File: config.mk
export PLATFORM = sky130hd
export DESIGN_NAME = fa_bist
export DESIGN_NICKNAME = d
export VERILOG_FILES = /design/src/rtl/fa_bist.sv
export SDC_FILE = /design/constraint.sdc
export NUM_CORES = 1
export LEC_CHECK = 0
export CORE_ASPECT_RATIO = 0.8
export CORE_UTILIZATION = 30
export DETAILED_ROUTE_END_ITERATION = 8
export PLACE_DENSITY_LB_ADDON = 0.1
export REMOVE_ABC_BUFFERS = 1
export SLEW_MARGIN = 20
export SYNTH_ARGS = -nofsm -noshare
export SYNTH_HDL_FRONTEND = slang
export SYNTH_SLANG_ARGS = --single-unit
File: constraint.sdc
create_clock -name clk -period 6.8 [get_ports clk]
set_input_delay 1.02 -clock clk [delete_from_list [all_inputs] [get_ports clk]]
set_output_delay 1.02 -clock clk [all_outputs]
set_load 0.005 [all_outputs]
File: src/rtl/fa_bist.sv
// Self-test controller for the one-bit full adder: sweeps all eight {a,b,c}
// vectors, checks sum/carry against golden values and records the outcome.
module fa_bist #(
  parameter int SETTLE = 2
) (
  input  logic       clk,
  input  logic       rst_n,
  input  logic       start,
  output logic       a,
  output logic       b,
  output logic       c,
  input  logic       sum,
  input  logic       carry,
  output logic       busy,
  output logic       done,
  output logic       pass,
  output logic [3:0] fail_count,
  output logic [2:0] first_fail_vec,
  output logic       first_fail_valid
);

  typedef enum logic {IDLE, RUN} state_t;

  localparam logic [3:0] LAST_CNT = 4'(SETTLE - 1);

  state_t     state;
  logic [2:0] vec;
  logic [3:0] cnt;
  logic       exp_sum;
  logic       exp_carry;
  logic       mismatch;
  logic [3:0] fail_count_nxt;

  assign {a, b, c} = vec;

  // Golden response for the vector currently on the adder inputs.
  always_comb begin
    exp_sum        = vec[2] ^ vec[1] ^ vec[0];
    exp_carry      = (vec[2] & vec[1]) | (vec[2] & vec[0]) | (vec[1] & vec[0]);
    mismatch       = (sum != exp_sum) || (carry != exp_carry);
    fail_count_nxt = fail_count + {3'b000, mismatch};
  end

  always_ff @(posedge clk or negedge rst_n) begin
    if (!rst_n) begin
      state            <= IDLE;
      vec              <= 3'd0;
      cnt              <= 4'd0;
      busy             <= 1'b0;
      done             <= 1'b0;
      pass             <= 1'b0;
      fail_count       <= 4'd0;
      first_fail_vec   <= 3'd0;
      first_fail_valid <= 1'b0;
    end else begin
      done <= 1'b0;
      case (state)
        IDLE: begin
          if (start) begin
            state            <= RUN;
            vec              <= 3'd0;
            cnt              <= 4'd0;
            busy             <= 1'b1;
            pass             <= 1'b0;
            fail_count       <= 4'd0;
            first_fail_vec   <= 3'd0;
            first_fail_valid <= 1'b0;
          end
        end
        RUN: begin
          if (cnt != LAST_CNT) begin
            cnt <= cnt + 4'd1;
          end else begin
            fail_count <= fail_count_nxt;
            if (mismatch && !first_fail_valid) begin
              first_fail_vec   <= vec;
              first_fail_valid <= 1'b1;
            end
            cnt <= 4'd0;
            if (vec != 3'd7) begin
              vec <= vec + 3'd1;
            end else begin
              // pass uses the updated count so the last vector's result counts
              state <= IDLE;
              busy  <= 1'b0;
              done  <= 1'b1;
              vec   <= 3'd0;
              pass  <= (fail_count_nxt == 4'd0);
            end
          end
        end
        default: state <= IDLE;
      endcase
    end
  end

endmodule

==> results.md, run 1 <==
* Status: completed
* Clk_lat worst skew at 0.25 ns
* Yosys reg bits at 19
* Sinks on Clock Net at 19
* Final Hold Viols at 0
* Initial antenna violation count at 0
* GR Util met2 at 0.211
* Peak supply drop at 0.144 mV
* Final period util at 0.390
* CTS tree: yes
* Area growth syn-to-layout at 25.6%
* Nets at 133
* Synth warn at 0
* Vias in the first global route at 756
* GR Util All Layers at 0.137
* Filler cells at 321
* Crit-path max FO at 4
* Clock network fraction of design power at 0.143
* Fin Setup TNS at 0 ns
* Die X at 68.1 um
* Worst Hold Class: flop to flop
* Routed len/inst at 13.2 um
* Hpwl dp at 1.46 mm
* Initial drt markers at 47
* Comb pwr share at 0.480
* Worst EP arrival at 2.83 ns
* PwrDens at 415 nW/um^2
* Fmax at 377 MHz
* Netlist Area Pre-Place at 1050 sq um
* Met1 usage at 0.189
* Reg2reg path depth at 9
* Total iterations of the first detailed-routing run at 4
* Via count at 759
* Share of cells above drive strength 1 at 0.0750
* Gr ovfl total at 0
* DP Area at 1270 sq um
* I/O Buffers at 18
* Final Slew Violations at 0
* Total CTS buffers at 3
* Switching Power at 202 uW
* Main combinational cell family by area after synthesis: simple AND/OR/NAND/NOR gates
* MaxCap Viol Count at 0
* Routing usage on met3 at 0.0492
* Sequential share of the synthesized area at 0.453
* Sequential Area at 475 sq um
* Routability cong. at 0.741
* Max-slew headroom at 0.399
* ANT nets after route at 0
* Cell-internal power at 346 uW
* Setup CP Type: input pin to flop
* Core Area at 3200 sq um
* Final setup violation count at 0
* RSZ-0062 raised after global routing: no
* Measured slew at the worst slew-check pin at 0.898 ns
* Post-route cell area at 1320 sq um
* Diodes inserted at 0
* Area share of and/or/nand/nor cells after synthesis at 0.231
* Worst setup SP type: input pin
* Most used routing layer: met2
* Sw frac at 0.368
* DRC viols at 0
* Compound-Gate Fraction of Synth Area at 0.112
* Pleak at 0.583 nW
* I/O pin cnt at 19
* Post-layout min period at 2.65 ns
* Yosys cell types at 32
* Clock Pin Slew Worst Setup and Hold Paths at 0.07 ns
* Clk_skew at 0.00198 ns
* Die Y at 54.9 um
* Cell Rows at 18
* Multi-input logic area at 542 sq um
* First-pass GRT wire length at 3.62 mm
* Die area at 3740 sq um
* Initial Util at 0.328
* Largest net degree at the start of global routing at 20
* Hold-critical path depth at 2
* Sequential share of power at 0.377
* Adder-cell share of the synthesized area at 0.0906
* Max Root-Sink Buffers at 2
* Critical path required time at 6.98 ns
* Post-CTS Setup Repair Bufs at 0
* Final wirelength at 2.12 mm
* Mux cell area share after synthesis at 0.0489
* H-tree Lvls at 1
* CP endpoint kind: flop
* Root Buffer: clkbuf_8
* Vias/cell at 4.74
* Post-synthesis cell count at 100
* Synth Area in XOR/XNOR at 0.0334
* Post-CTS resize count at 0
* Syn Area/Cell at 10.5 sq um
* Hold Buf Count CTS at 0
## registers in the layout, indices dropped and copies added, names as in the netlist
register          count
cnt                   4
fail_count            4
first_fail_vec        3
vec                   3
busy                  1
done                  1
first_fail_valid      1
pass                  1
state                 1
## worst max-delay path, cell delays in order
cell,delay (ns)
clkdlybuf4s50_1,0.47
xor2_1,0.27
nand2_1,0.13
ha_1,0.25
ha_1,0.30
nor2_1,0.10
nand4_1,0.10
o22ai_1,0.17
## per-stage QoR
step	cells	power, mW	hold slack (ns)	setup slack, ns	util
after global routing	160	0.603	0.568	4.03	0.412
final	160	0.548	0.531	4.15	0.412
after global placement	156	0.470	0.514	3.90	0.398
after detailed placement	156	0.475	0.521	3.87	0.398
after CTS	160	0.559	0.538	4.14	0.412
after floorplan	97	0.370	0.518	4.47	-
## layout by cell type (no fill, tap or decap), types with 2 or more instances in the layout
cell	netlist	layout
dfrtp_1	19	19
clkdlybuf4s50_1	0	18
nand2_1	16	16
nand3_1	7	7
ha_1	6	6
inv_1	5	5
nor2_1	5	5
mux2i_1	4	4
xor2_1	3	3
nand2b_1	3	3
nor3b_1	3	3
a21o_1	3	3
clkbuf_8	0	3
a21bo_2	2	2
and2_1	2	2
a22o_1	2	2
o21ai_0	2	2
## power by group through the flow
stage | logic [mW] | clock network [mW] | registers (mW)
after floorplan | 0.169 | 0 | 0.201
after global placement | 0.263 | 0 | 0.207
after detailed placement | 0.267 | 0 | 0.208
after CTS | 0.269 | 0.0825 | 0.208
after global routing | 0.298 | 0.0884 | 0.217
final | 0.263 | 0.0783 | 0.207
## layout make-up
class                   count  share of cell area
clock buffers               4              0.0342
well taps                  40              0.0380
flip-flops and latches     19               0.361
repair buffers             19               0.142
inverters                   5              0.0142
multi-input cells          73               0.411
## worst paths after layout
check / start / end / slack [ns]
worst min-delay path: first_fail_vec[1] / first_fail_vec[1] / 0.53
worst min register to register: first_fail_vec[1] / first_fail_vec[1] / 0.53
worst max-delay path: sum / pass / 4.15
max in group asynchronous: rst_n / cnt[0] / 4.98
worst max register to register: vec[2] / pass / 4.33
min in group asynchronous: rst_n / fail_count[2] / 1.27
## per-layer routing
metal / wire (um) / up-vias
li1: - / 390
met1: 1140 / 357
met2: 916 / 12
met3: 66 / 0
met4: 0 / 0
met5: 0 / -
## cells by family (layout without fill, tap and decap cells)
logic type | count (synthesis) | in the layout
flip-flops | 19 | 19
AND/OR/NAND/NOR | 43 | 43
adder cells (fa/ha/maj) | 7 | 7
multiplexers | 5 | 5
buffers and inverters | 8 | 28
AO/OA/AOI/OAI | 14 | 14
XOR/XNOR | 4 | 4
## Yosys cell counts (all sizes together)
library cell | count | area share
a31oi | 1 | 0.0060
nand4bb | 1 | 0.026
nor3 | 1 | 0.0048
a211oi | 1 | 0.019
nand3 | 7 | 0.033
and2 | 2 | 0.012
nand4 | 1 | 0.0060
xnor2 | 1 | 0.0083
fa | 1 | 0.019
a21o | 3 | 0.021
a221o | 1 | 0.0095
a21bo | 2 | 0.019
o22ai | 1 | 0.0060
xor2 | 3 | 0.025
ha | 6 | 0.072
dfrtp | 19 | 0.45
a22o | 2 | 0.017
nand2b | 3 | 0.018
nor4bb | 1 | 0.0095
nor3b | 4 | 0.033
o21ai | 3 | 0.014
nor2 | 5 | 0.018
buf | 2 | 0.0095
inv | 5 | 0.018
nor2b | 1 | 0.0060
mux2 | 1 | 0.011
clkbuf | 1 | 0.0036
nand3b | 1 | 0.0072
mux2i | 4 | 0.038
nand2 | 16 | 0.057
Power figures use the tool's default switching activity.
==> run 2: changes to the inputs <==
==> constraint.sdc (replaced) <==
create_clock -name clk -period 2.4 [get_ports clk]
set_input_delay 0.36 -clock clk [delete_from_list [all_inputs] [get_ports clk]]
set_output_delay 0.36 -clock clk [all_outputs]
set_load 0.005 [all_outputs]
==> run 2 against run 1 <==
- flip-flop and latch count did not move
- total power grew to 3.0 times the previous value
- setup slack lost 4.0 ns
- cell area increased by 4.0%
- non-clock buffer count rose by 5
- global-route usage decreased by 0.28 points
- sequential share of layout area is 1.4 points lower
- first-iteration DRC count is 30% lower
- largest cell class unchanged
- largest power group unchanged
- highest routed layer is now met4
==> results.md, run 2 (synthesis results as in run 1) <==
* Status: completed
* Initial Util at 0.328 (unchanged)
* Root Buffer: clkbuf_8
* Final wirelength at 2.13 mm (+0.52%)
* ANT nets after route at 0 (unchanged)
* Die X at 68.1 um (unchanged)
* Total iterations of the first detailed-routing run at 4 (unchanged)
* Final Hold Viols at 0 (unchanged)
* Hold Slack at 0.441 ns (-0.0904 ns)
* Vias in the first global route at 760 (+0.53%)
* CTS tree: yes
* Nets at 138 (+3.8%)
* DRC viols at 0 (unchanged)
* I/O Buffers at 18 (unchanged)
* Fmax at 444 MHz
* Clk_lat worst skew at 0.25 ns (about the same)
* Worst setup SP type: flop
* MaxCap Viol Count at 0 (unchanged)
* H-tree Lvls at 1 (unchanged)
* Pleak at 0.611 nW (+4.8%)
* Via count at 776 (+2.2%)
* Routed len/inst at 12.9 um (-2.5%)
* Initial drt markers at 33 (-30%)
* Cell Rows at 18 (unchanged)
* Filler cells at 326 (+1.6%)
* Critical path required time at 2.58 ns (-4.40 ns)
* Most frequent cells in the layout: 19 x dfrtp_1, 18 x clkdlybuf4s50_1, 16 x nand2_1, 7 x nand3_1
* Routability cong. at 0.726 (-2.0%)
* Final Non-Filler Cells at 165 (+3.1%)
* Placed cell count at 160 (+2.6%)
* Area growth syn-to-layout at 30.6%
* Final Slew Violations at 0 (unchanged)
* Max Root-Sink Buffers at 2 (unchanged)
* GR Util All Layers at 0.135 (-0.00276)
* Gr ovfl total at 0 (unchanged)
* Largest net degree at the start of global routing at 20 (unchanged)
* Max-slew headroom at 0.657 (+0.258)
* CP endpoint kind: flop
* Reg2reg setup slack at 0.15 ns (-4.18 ns)
* Vias/cell at 4.70 (-0.86%)
* Clk_skew at 0.00375 ns (+0.00177 ns)
* Reg2reg path depth at 9 (unchanged)
* Worst EP arrival at 2.43 ns (-0.40 ns)
* Sinks on Clock Net at 19 (unchanged)
* Post-route cell area at 1370 sq um (+4.0%)
* Worst Hold Class: input pin to asynchronous set/reset pin
* Hold Buf Count CTS at 0 (unchanged)
* I/O pin cnt at 19 (unchanged)
* Post-layout min period at 2.25 ns
* Top flop regs: cnt x4, fail_count x4
* DP Area at 1300 sq um (+2.4%)
* Share of cells above drive strength 1 at 0.128 (+0.0530)
* First-pass GRT wire length at 3.57 mm (-1.5%)
* Hpwl dp at 1.52 mm (+3.6%)
* Setup CP Type: flop to flop
* Die area at 3740 sq um (unchanged)
* Core Area at 3200 sq um (unchanged)
* Final period util at 0.938
* Die Y at 54.9 um (unchanged)
* PwrDens at 1190 nW/um^2 (+190%)
* Peak supply drop at 0.501 mV (+250%)
* RSZ-0062 raised after global routing: no
* Diodes inserted at 0 (unchanged)
* Crit-path max FO at 4 (unchanged)
* Initial antenna violation count at 0 (unchanged)
* Measured slew at the worst slew-check pin at 0.514 ns (-0.384 ns)
* Clock Pin Slew Worst Setup and Hold Paths at 0.07 ns (about the same)
* Final setup violation count at 0 (unchanged)
* Total CTS buffers at 3 (unchanged)
* Fin Setup TNS at 0 ns (unchanged)
* Commonest non-fill, non-tap cell in the layout: dfrtp_1
## run 2: per-layer routing
metal / global-route usage / part of all wire / vias to the layer above
met5: 0 / 0 / -
met4: 0.0313 / 0.0047 / 0
met3: 0.0492 / 0.038 / 2
met2: 0.206 / 0.43 / 14
met1: 0.181 / 0.52 / 366
li1: - / - / 394
## run 2: final timing paths
| kind | from | endpoint |
|---|---|---|
| max in group asynchronous | rst_n | cnt[0] |
| hold reg to reg | busy | busy |
| hold / removal | rst_n | fail_count[2] |
| min in group clk | busy | busy |
| setup reg to reg | vec[2] | pass |
| setup / recovery | vec[2] | pass |
## run 2: layout make-up
| class | instances | area [sq um] | share of cell area |
|---|---|---|---|
| repair buffers | 24 | 225 | 0.164 |
| well taps | 40 | 50.0 | 0.0365 |
| inverters | 5 | 18.8 | 0.0137 |
| flip-flops and latches | 19 | 475 | 0.347 |
| multi-input cells | 73 | 557 | 0.406 |
| clock buffers | 4 | 45.0 | 0.0328 |
## run 2: worst max-delay path, cell delays in order (launching register included)
cell     delay, ns
dfrtp_1       0.35
inv_1         0.07
fa_1          0.57
xor2_2        0.16
nand2_1       0.09
ha_1          0.24
ha_1          0.30
nor2_1        0.11
nand4_1       0.10
o22ai_1       0.18
## run 2: where the power goes
part           switching, mW  internal [mW]  leakage [nW]
Clock                  0.105          0.118        0.0228
Combinational          0.355          0.480         0.351
Sequential             0.130          0.441         0.237
## run 2: repair_timing
| action | 4_1_cts | 5_1_grt |
|---|---|---|
| resized for setup | 0 | 2 |
| buffers inserted | 0 | 1 |
| setup endpoints to repair | 0 | 1 |
## run 2: per-stage QoR
step                 util  setup WS [ns]  total power [mW]
CTS                 0.422        0.00830              1.60
global placement    0.408         0.0843              1.36
detailed placement  0.408        0.00158              1.37
global route        0.429        0.00889              1.78
floorplan               -         0.0838              1.05
finish              0.429          0.149              1.63
